[src/rtl/hsi_tx_arb.sv]
// hsi_tx_arb: round-robin arbiter sharing the HSI output byte coder between
// two message sources. A grant covers a whole message. Each granted byte goes
// to the coder as a one-cycle write strobe, paced by the coder busy flag.
// Optional feature macro: HSI_TX_ARB_WDT_EN adds an idle watchdog in XFER.
module hsi_tx_arb #(
    parameter int ACK_TMO = 8,
    parameter int WDT_CYC = 4095
) (
    input  logic       clk,
    input  logic       n_rst,
    input  logic [1:0] i_req,
    output logic [1:0] o_gnt,
    input  logic [7:0] i_d0,
    input  logic [7:0] i_d1,
    input  logic [1:0] i_rdy,
    input  logic [1:0] i_eom,
    input  logic       i_cd_busy,
    output logic [7:0] o_cd_d,
    output logic       o_cd_wr,
    output logic       o_arb_busy,
    output logic       o_abort
);

    typedef enum logic [2:0] {
        IDLE = 3'd0,
        GNT  = 3'd1,
        XFER = 3'd2,
        ACK  = 3'd3,
        BSY  = 3'd4,
        DONE = 3'd5,
        REL  = 3'd6
    } state_t;

    localparam int TW = $clog2(ACK_TMO + 1);
    localparam logic [TW-1:0] TMO_LAST = TW'(ACK_TMO - 1);

    // Parameter sanity: the timeout needs at least one cycle and the watchdog is 12 bits wide
    if (ACK_TMO < 1 || WDT_CYC < 1 || WDT_CYC > 4096) begin : g_bad_param
        $error("hsi_tx_arb: ACK_TMO or WDT_CYC out of range");
    end

    state_t        r_state;
    state_t        w_next;
    logic [1:0]    r_gnt;
    logic          r_last;
    logic [7:0]    r_cd_d;
    logic          r_cd_wr;
    logic          r_abort;
    logic          r_pend;
    logic [TW-1:0] r_tmo;

    logic          w_rdy;
    logic          w_eom;
    logic [7:0]    w_d;
    logic          w_win;
    logic          w_grant;
    logic          w_wr;
    logic          w_abort;
    logic          w_set_pend;

    // Only the granted source's rdy, eom and data are ever looked at
    assign w_rdy = |(i_rdy & r_gnt);
    assign w_eom = |(i_eom & r_gnt);
    assign w_d   = r_gnt[1] ? i_d1 : i_d0;

    // Single requester wins outright; on a tie the source not served last wins
    assign w_win = (i_req == 2'b10) ? 1'b1 :
                   (i_req == 2'b01) ? 1'b0 : ~r_last;

`ifdef HSI_TX_ARB_WDT_EN
    localparam logic [11:0] WDT_LAST = 12'(WDT_CYC - 1);
    logic [11:0] r_wdt;
    logic        w_wdt_hit;

    assign w_wdt_hit = (r_wdt == WDT_LAST);

    // Watchdog counts silent XFER cycles; any exit from XFER (including a write) clears it
    always_ff @(posedge clk or negedge n_rst) begin
        if (!n_rst) begin
            r_wdt <= 12'd0;
        end else if ((r_state != XFER) || (w_next != XFER)) begin
            r_wdt <= 12'd0;
        end else if (!w_rdy && !w_eom) begin
            r_wdt <= r_wdt + 12'd1;
        end
    end
`endif

    // Next-state and strobe decode for the message FSM
    always_comb begin
        w_next     = r_state;
        w_grant    = 1'b0;
        w_wr       = 1'b0;
        w_abort    = 1'b0;
        w_set_pend = 1'b0;
        case (r_state)
            IDLE: begin
                if ((i_req != 2'b00) && !i_cd_busy) begin
                    w_grant = 1'b1;
                    w_next  = GNT;
                end
            end
            GNT: w_next = XFER;
            XFER: begin
                if (w_rdy) begin
                    if (!i_cd_busy) begin
                        w_wr       = 1'b1;
                        w_set_pend = w_eom;
                        w_next     = ACK;
                    end
                end else if (w_eom) begin
                    w_next = DONE;
                end
`ifdef HSI_TX_ARB_WDT_EN
                else if (w_wdt_hit) begin
                    w_abort = 1'b1;
                    w_next  = REL;
                end
`endif
            end
            ACK: begin
                if (i_cd_busy) begin
                    w_next = BSY;
                end else if (r_tmo == TMO_LAST) begin
                    w_abort = 1'b1;
                    w_next  = REL;
                end
            end
            BSY: begin
                if (!i_cd_busy) begin
                    w_next = (r_pend || w_eom) ? DONE : XFER;
                end
            end
            DONE: begin
                if (!i_cd_busy) begin
                    w_next = REL;
                end
            end
            REL:     w_next = IDLE;
            default: w_next = IDLE;
        endcase
    end

    // State register
    always_ff @(posedge clk or negedge n_rst) begin
        if (!n_rst) begin
            r_state <= IDLE;
        end else begin
            r_state <= w_next;
        end
    end

    // Grant, round-robin memory, coder byte/strobe, abort pulse and pending end-of-message
    always_ff @(posedge clk or negedge n_rst) begin
        if (!n_rst) begin
            r_gnt   <= 2'b00;
            r_last  <= 1'b1;
            r_cd_d  <= 8'h00;
            r_cd_wr <= 1'b0;
            r_abort <= 1'b0;
            r_pend  <= 1'b0;
        end else begin
            r_cd_wr <= w_wr;
            r_abort <= w_abort;
            if (w_wr) begin
                r_cd_d <= w_d;
            end
            if (w_grant) begin
                r_gnt  <= w_win ? 2'b10 : 2'b01;
                r_last <= w_win;
            end else if (r_state == REL) begin
                r_gnt <= 2'b00;
            end
            if (r_state == REL) begin
                r_pend <= 1'b0;
            end else if (w_set_pend) begin
                r_pend <= 1'b1;
            end
        end
    end

    // Per-state cycle counter: cleared on every state change, saturates instead of wrapping
    always_ff @(posedge clk or negedge n_rst) begin
        if (!n_rst) begin
            r_tmo <= '0;
        end else if (w_next != r_state) begin
            r_tmo <= '0;
        end else if (r_tmo != {TW{1'b1}}) begin
            r_tmo <= r_tmo + TW'(1);
        end
    end

    assign o_gnt      = r_gnt;
    assign o_cd_d     = r_cd_d;
    assign o_cd_wr    = r_cd_wr;
    assign o_abort    = r_abort;
    assign o_arb_busy = (r_state != IDLE);

endmodule
[config.mk]
export PLATFORM = sky130hd
export DESIGN_NAME = hsi_tx_arb
export DESIGN_NICKNAME = d
export VERILOG_FILES = /design/src/rtl/hsi_tx_arb.sv
export SDC_FILE = /design/constraint.sdc
export NUM_CORES = 1
export LEC_CHECK = 0
export ABC_AREA = 1
export CAP_MARGIN = 0
export CORE_ASPECT_RATIO = 1.4
export CORE_MARGIN = 2
export CORE_UTILIZATION = 45
export DETAILED_ROUTE_END_ITERATION = 12
export PLACE_DENSITY_LB_ADDON = 0.05
export SETUP_SLACK_MARGIN = 0.15
export SLEW_MARGIN = 30
export SYNTH_ARGS = -nofsm -noshare
export SYNTH_HDL_FRONTEND = slang
export SYNTH_SLANG_ARGS = --single-unit
[constraint.sdc]
create_clock -name clk -period 3.3 [get_ports clk]
set_input_delay 0.495 -clock clk [delete_from_list [all_inputs] [get_ports clk]]
set_output_delay 0.495 -clock clk [all_outputs]
set_load 0.02 [all_outputs]
==> impl_metrics.env, run 1 <==
export IMPL_ys_warn_count=0
export IMPL_synthesis_nets=163
export IMPL_start_kind="flip-flop"
export IMPL_r2r_end="r_tmo[0]"
export IMPL_critPathTopFamily="buffers and inverters"
export IMPL_clkTransAtPathRegs_ns=0.12
export IMPL_clkPwrFrac_pct=10.0
export IMPL_r2r_cells=10
export IMPL_fmax_mhz=469
export IMPL_fp_row_count=21
export IMPL_io_pins=38
export IMPL_setup_viol=0
export IMPL_rsz0062_at_grt="no"
export IMPL_grt_overflow=0
export IMPL_powerDensity_nw_per_um2=807
export IMPL_dpl_cell_area_um2=1530
export IMPL_switching_share_pct=43.5
export IMPL_dr_pass1_iters=4
export IMPL_status="finished clean"
export IMPL_fin_crit_ns=2.13
export IMPL_cts_tree="built"
export IMPL_p_switching_uw=544
export IMPL_hold_class="in -> async"
export IMPL_avgSynthCellArea_um2=8.39
export IMPL_ir_worst_vdd_v=0.000428
export IMPL_tightest_slew_ns=0.474
export IMPL_grt_pass1_wl_mm=4.28
export IMPL_r2r_start="o_gnt[1]"
export IMPL_cts_setup_buffers=0
export IMPL_slowest_delay_ns=0.69
export IMPL_drtIter0Drc=22
export IMPL_coreArea_um2=2420
export IMPL_wl_mm=2.42
export IMPL_synth_area_um2=1150
export IMPL_n_fill_cell=230
export IMPL_port_buffers=37
export IMPL_dieArea_um2=2980
export IMPL_antenna_left=0
export IMPL_hpwl_mm=1.92
export IMPL_critical_path_max_fanout=12
export IMPL_cts_buffers_inserted=3
export IMPL_start_util_pct=47.6
export IMPL_end_kind="primary output"
export IMPL_drv_cap=0
export IMPL_first_global_vias=1044
export IMPL_p_leak_uw=0.000701
export IMPL_viasPerCell=4.95
export IMPL_synth_cells=137
export IMPL_grt_use_total_pct=19.7
export IMPL_finalHoldViolations=0
export IMPL_critPathSlowestCell="clkdlybuf4s50_1"
export IMPL_synth_seq_cells=21
export IMPL_slew_violations=0
export IMPL_reg2reg_setup_slack_ns=1.74
export IMPL_layout_drive_gt1_share_pct=16.0
export IMPL_die_x_um=46.7
export IMPL_stdcell_area_um2=1550
export IMPL_synth_seq_area_share_pct=45.8
export IMPL_via_count=1035
export IMPL_critPathKind="reg -> out"
export IMPL_path_cells="clkdlybuf4s50_1"
export IMPL_cts_resized=0
export IMPL_comb_power_share_pct=52.2
export IMPL_htree_levels=1
export IMPL_antenna_found_initial=0
export IMPL_fin_tns_setup_ns=0
export IMPL_slew_headroom_pct=68.4
export IMPL_clockRootBuffer="clkbuf_4"
export IMPL_fin_nets=202
export IMPL_p_seq_share_pct=37.8
export IMPL_cts_sinks=21
export IMPL_min_period_over_period_pct=64.7
export IMPL_clockBufferDepth=2
export IMPL_grt_max_degree=22
export IMPL_clock_latency_ns=0.30
export IMPL_gp_congestion=0.908
export IMPL_syn_to_final_growth_pct=34.8
export IMPL_ys_types=24
export IMPL_crit_arrival_ns=1.64
export IMPL_wire_per_inst_um=11.6
export IMPL_critPathBufInv=1
export IMPL_postCtsHoldBufs=0
export IMPL_place_inst=205
export IMPL_fin_cells=209
export IMPL_p_int_uw=707
export IMPL_antenna_cells=0
export IMPL_required_ns=2.80
export IMPL_die_h_um=63.8
export IMPL_drc_errors=0
export IMPL_fin_skew_ns=0.00869
==> metrics by stage <==
stage	total power [µW]	setup WS, ns	util [%]	hold WS (ns)
2_1_floorplan	907	1.95	-	0.199
3_3_place_gp	1130	1.44	63.3	0.502
3_5_place_dp	1140	1.41	63.3	0.506
4_1_cts	1270	1.12	64.3	0.523
5_1_grt	1370	1.04	64.1	0.142
6_report	1250	1.17	64.1	0.122
==> cells in the mapped netlist <==
library cell  instances  area (µm²)
nand2_1              31         116
dfrtp_1              20         500
nor2_1               13        48.8
inv_1                10        37.5
nand3_1               9        45.0
a31oi_1               7        43.8
o21ai_0               7        35.0
nor2_2                6        37.5
inv_2                 4        15.0
a21oi_1               3        15.0
buf_6                 3        33.8
nand2_2               3        18.8
nand2_4               3        33.8
nand3_2               3        30.0
nand4_1               3        18.8
nor3_1                3        15.0
nor2_4                2        22.5
a31oi_2               1        12.5
clkinv_1              1        3.75
dfstp_2               1        26.3
ha_1                  1        12.5
mux2_2                1        11.3
o31ai_1               1        7.51
xnor2_1               1        8.76
==> flip-flops by register name (all words and copies together), names as in the netlist <==
| name | cells |
|---|---|
| r_tmo | 4 |
| o_cd_d | 8 |
| o_cd_wr | 1 |
| r_state | 3 |
| r_pend | 1 |
| o_gnt | 2 |
| r_last | 1 |
| o_abort | 1 |
==> power by group through the flow <==
stage,registers (µW),clock network (µW),logic [µW]
finish,473,125,654
global route,495,143,729
CTS,477,130,663
detailed placement,481,0,660
global placement,478,0,648
floorplan,519,0,389
==> how the worst max path moves through the flow <==
stage,from,endpoint,slack [ns],cells after the start
4_1_cts,o_gnt[1],o_gnt[1],1.12,1
3_5_place_dp,i_cd_busy,r_tmo[1],1.41,9
3_3_place_gp,i_cd_busy,r_tmo[0],1.44,9
2_1_floorplan,o_gnt[1],r_tmo[2],1.95,9
6_report,o_gnt[1],o_gnt[1],1.17,1
5_1_grt,r_state[0],o_arb_busy,1.04,3
==> per-layer routing <==
| layer | global-route usage, % | part of all wire, % |
|---|---|---|
| met3 | 4.24 | 4.2 |
| met5 | 0 | 0 |
| met1 | 23.1 | 43 |
| met4 | 6.25 | 1.4 |
| met2 | 34.4 | 51 |
==> placed cells by master (no fill, tap or decap) <==
cell type | netlist | layout
clkdlybuf4s50_1 | 0 | 36
nand2_1 | 31 | 31
dfrtp_1 | 20 | 20
nor2_1 | 13 | 13
inv_1 | 10 | 10
nand3_1 | 9 | 9
o21ai_0 | 7 | 7
a31oi_1 | 7 | 7
nor2_2 | 6 | 6
inv_2 | 4 | 4
nor3_1 | 3 | 3
nand2_4 | 3 | 3
nand3_2 | 3 | 3
nand2_2 | 3 | 3
a21oi_1 | 3 | 3
nand4_1 | 3 | 3
clkbuf_4 | 0 | 3
nor2_4 | 2 | 2
clkinv_1 | 1 | 1
a31oi_2 | 1 | 1
mux2_2 | 1 | 1
xnor2_1 | 1 | 1
o31ai_1 | 1 | 1
ha_1 | 1 | 1
clkbuf_1 | 0 | 1
buf_2 | 0 | 1
dfstp_2 | 1 | 1
==> cell families after synthesis <==
group / count (synthesis) / synth area share [%]
AND/OR/NAND/NOR: 76 / 33.6
buffers and inverters: 18 / 7.83
flip-flops: 21 / 45.8
multiplexers: 1 / 0.979
XOR/XNOR: 1 / 0.762
adder cells (fa/ha/maj): 1 / 1.09
AO/OA/AOI/OAI: 19 / 9.90
==> layout make-up <==
cell class	instances	area, µm²	share of cell area (%)
Inverter	15	56.3	3.63
Timing Repair Buffer	37	365	23.6
Sequential cell	21	527	34.0
Multi-Input combinational cell	98	533	34.4
Clock buffer	4	26.3	1.69
Tap cell	34	42.5	2.74
Power figures use the tool's default switching activity.
==> inputs of run 2 (changes only) <==
- clock period: 3.3 -> 2.1 ns (I/O delays scaled with it)
==> run 2 against run 1 <==
Sequential share of layout area is 0.35 points lower. Non-clock buffer count is 1 higher. Worst hold slack better by 0.22 ns. Clock-buffer cell count is 1 lower. Routed wire length stayed put. Combinational power is 57% higher. Utilization is 0.98 points higher. Clock skew is 0.0023 ns higher. Design area is 1.5% higher. Sequential cell count stayed put. Die area stayed put.
==> impl_metrics.env, run 2 (synthesis results as in run 1) <==
export IMPL_status="finished clean"
export IMPL_syn_to_final_growth_pct=36.9
export IMPL_clockBufferDepth=2
export IMPL_crit_arrival_ns=1.48
export IMPL_antenna_cells=0
export IMPL_critPathKind="reg -> out"
export IMPL_layout_drive_gt1_share_pct=18.2
export IMPL_p_leak_uw=0.000715
export IMPL_ir_worst_vdd_v=0.000698
export IMPL_start_util_pct=47.6
export IMPL_fin_cells=210
export IMPL_reg2reg_setup_slack_ns=0.57
export IMPL_critPathSlowestCell="clkdlybuf4s50_1"
export IMPL_io_pins=38
export IMPL_rsz0062_at_grt="no"
export IMPL_cts_sinks=21
export IMPL_end_kind="primary output"
export IMPL_grt_overflow=0
export IMPL_required_ns=1.78
export IMPL_clock_latency_ns=0.30
export IMPL_hpwl_mm=1.91
export IMPL_layout_commonest_cell="clkdlybuf4s50_1"
export IMPL_antenna_left=0
export IMPL_grt_max_degree=22
export IMPL_die_x_um=46.7
export IMPL_finalHoldViolations=0
export IMPL_gp_congestion=0.871
export IMPL_min_period_over_period_pct=85.6
export IMPL_drc_errors=0
export IMPL_path_cells="clkdlybuf4s50_1"
export IMPL_wire_per_inst_um=11.5
export IMPL_tightest_slew_ns=0.281
export IMPL_slew_violations=0
export IMPL_powerDensity_nw_per_um2=1260
export IMPL_viasPerCell=4.97
export IMPL_fin_tns_setup_ns=0
export IMPL_largest_reg_flops=8
export IMPL_wl_mm=2.42
export IMPL_clkTransAtPathRegs_ns=0.12
export IMPL_grt_use_total_pct=18.4
export IMPL_cts_tree="built"
export IMPL_place_inst=206
export IMPL_setup_viol=0
export IMPL_drv_cap=0
export IMPL_fp_row_count=21
export IMPL_final_cell_mix="clkdlybuf4s50_1, nand2_1, dfrtp_1, nor2_1, inv_1"
export IMPL_die_h_um=63.8
export IMPL_fmax_mhz=556
export IMPL_first_global_vias=1017
export IMPL_critPathBufInv=1
export IMPL_hold_class="in -> async"
export IMPL_clockRootBuffer="clkbuf_4"
export IMPL_fin_nets=203
export IMPL_critical_path_max_fanout=12
export IMPL_slowest_delay_ns=0.65
export IMPL_via_count=1043
export IMPL_cts_setup_buffers=0
export IMPL_drtIter0Drc=19
export IMPL_grt_pass1_wl_mm=4.13
export IMPL_htree_levels=1
export IMPL_fin_skew_ns=0.0110
export IMPL_dieArea_um2=2980
export IMPL_slew_headroom_pct=81.1
export IMPL_critPathTopFamily="buffers and inverters"
export IMPL_port_buffers=37
export IMPL_cts_buffers_inserted=3
export IMPL_coreArea_um2=2420
export IMPL_antenna_found_initial=0
export IMPL_start_kind="flip-flop"
export IMPL_fin_crit_ns=1.80
export IMPL_dr_pass1_iters=4
run 2: worst register-to-register path: cells and delay by family (launching register included):
kind / cells / cell delay (ns)
AND/OR/NAND/NOR: 6 / 0.59
flip-flops: 1 / 0.43
adder cells (fa/ha/maj): 1 / 0.24
AO/OA/AOI/OAI: 1 / 0.22
run 2: through the flow:
step | instance area [µm²] | hold WS (ns) | power (µW) | setup slack [ns] | util [%]
global placement | 1540 | 0.502 | 1770 | 0.421 | 63.6
global route | 1570 | 0.349 | 2150 | 0.241 | 65.1
finish | 1570 | 0.340 | 1980 | 0.303 | 65.1
CTS | 1570 | 0.347 | 2000 | 0.164 | 64.8
detailed placement | 1540 | 0.500 | 1790 | 0.400 | 63.6
floorplan | 1150 | 0.0194 | 1430 | 0.753 | -
run 2: layout make-up:
| class | count | area [µm²] |
|---|---|---|
| sequential | 21 | 529 |
| tap | 34 | 42.5 |
| multi-input combinational | 98 | 538 |
| clock buffer | 3 | 22.5 |
| inverter | 15 | 56.3 |
| timing repair buffer | 38 | 380 |
| fill | 220 | 843 |
| clock inverter | 1 | 5.00 |
run 2: layer usage:
layer  track usage (%)  vias to the layer above  share of wire (%)
met5                 0                        -                  0
met4              6.25                        0                1.4
met3              2.82                        4                4.8
met2              31.3                       33                 51
met1              22.7                      481                 43
li1                  -                      525                  -
run 2: final timing paths:
check / startpoint / end / cells after the start
min: n_rst / r_state[1] / 2
max reg2reg: r_tmo[0] / r_tmo[0] / 8
min in group clk: r_last / r_last / 2
max in group asynchronous: n_rst / r_last / 2
max: o_gnt[1] / o_gnt[1] / 1
min reg2reg: r_last / r_last / 2
run 2: report_power, final:
part / internal, µW / total, µW / switching [µW]
sequential: 582 / 756 / 174
clock: 70.9 / 193 / 123
combinational: 463 / 1030 / 565
run 2: timing repair:
item                       in CTS  in global routing
gates resized for setup         2                  2
setup endpoints to repair       2                  1
hold buffers                    0                  0
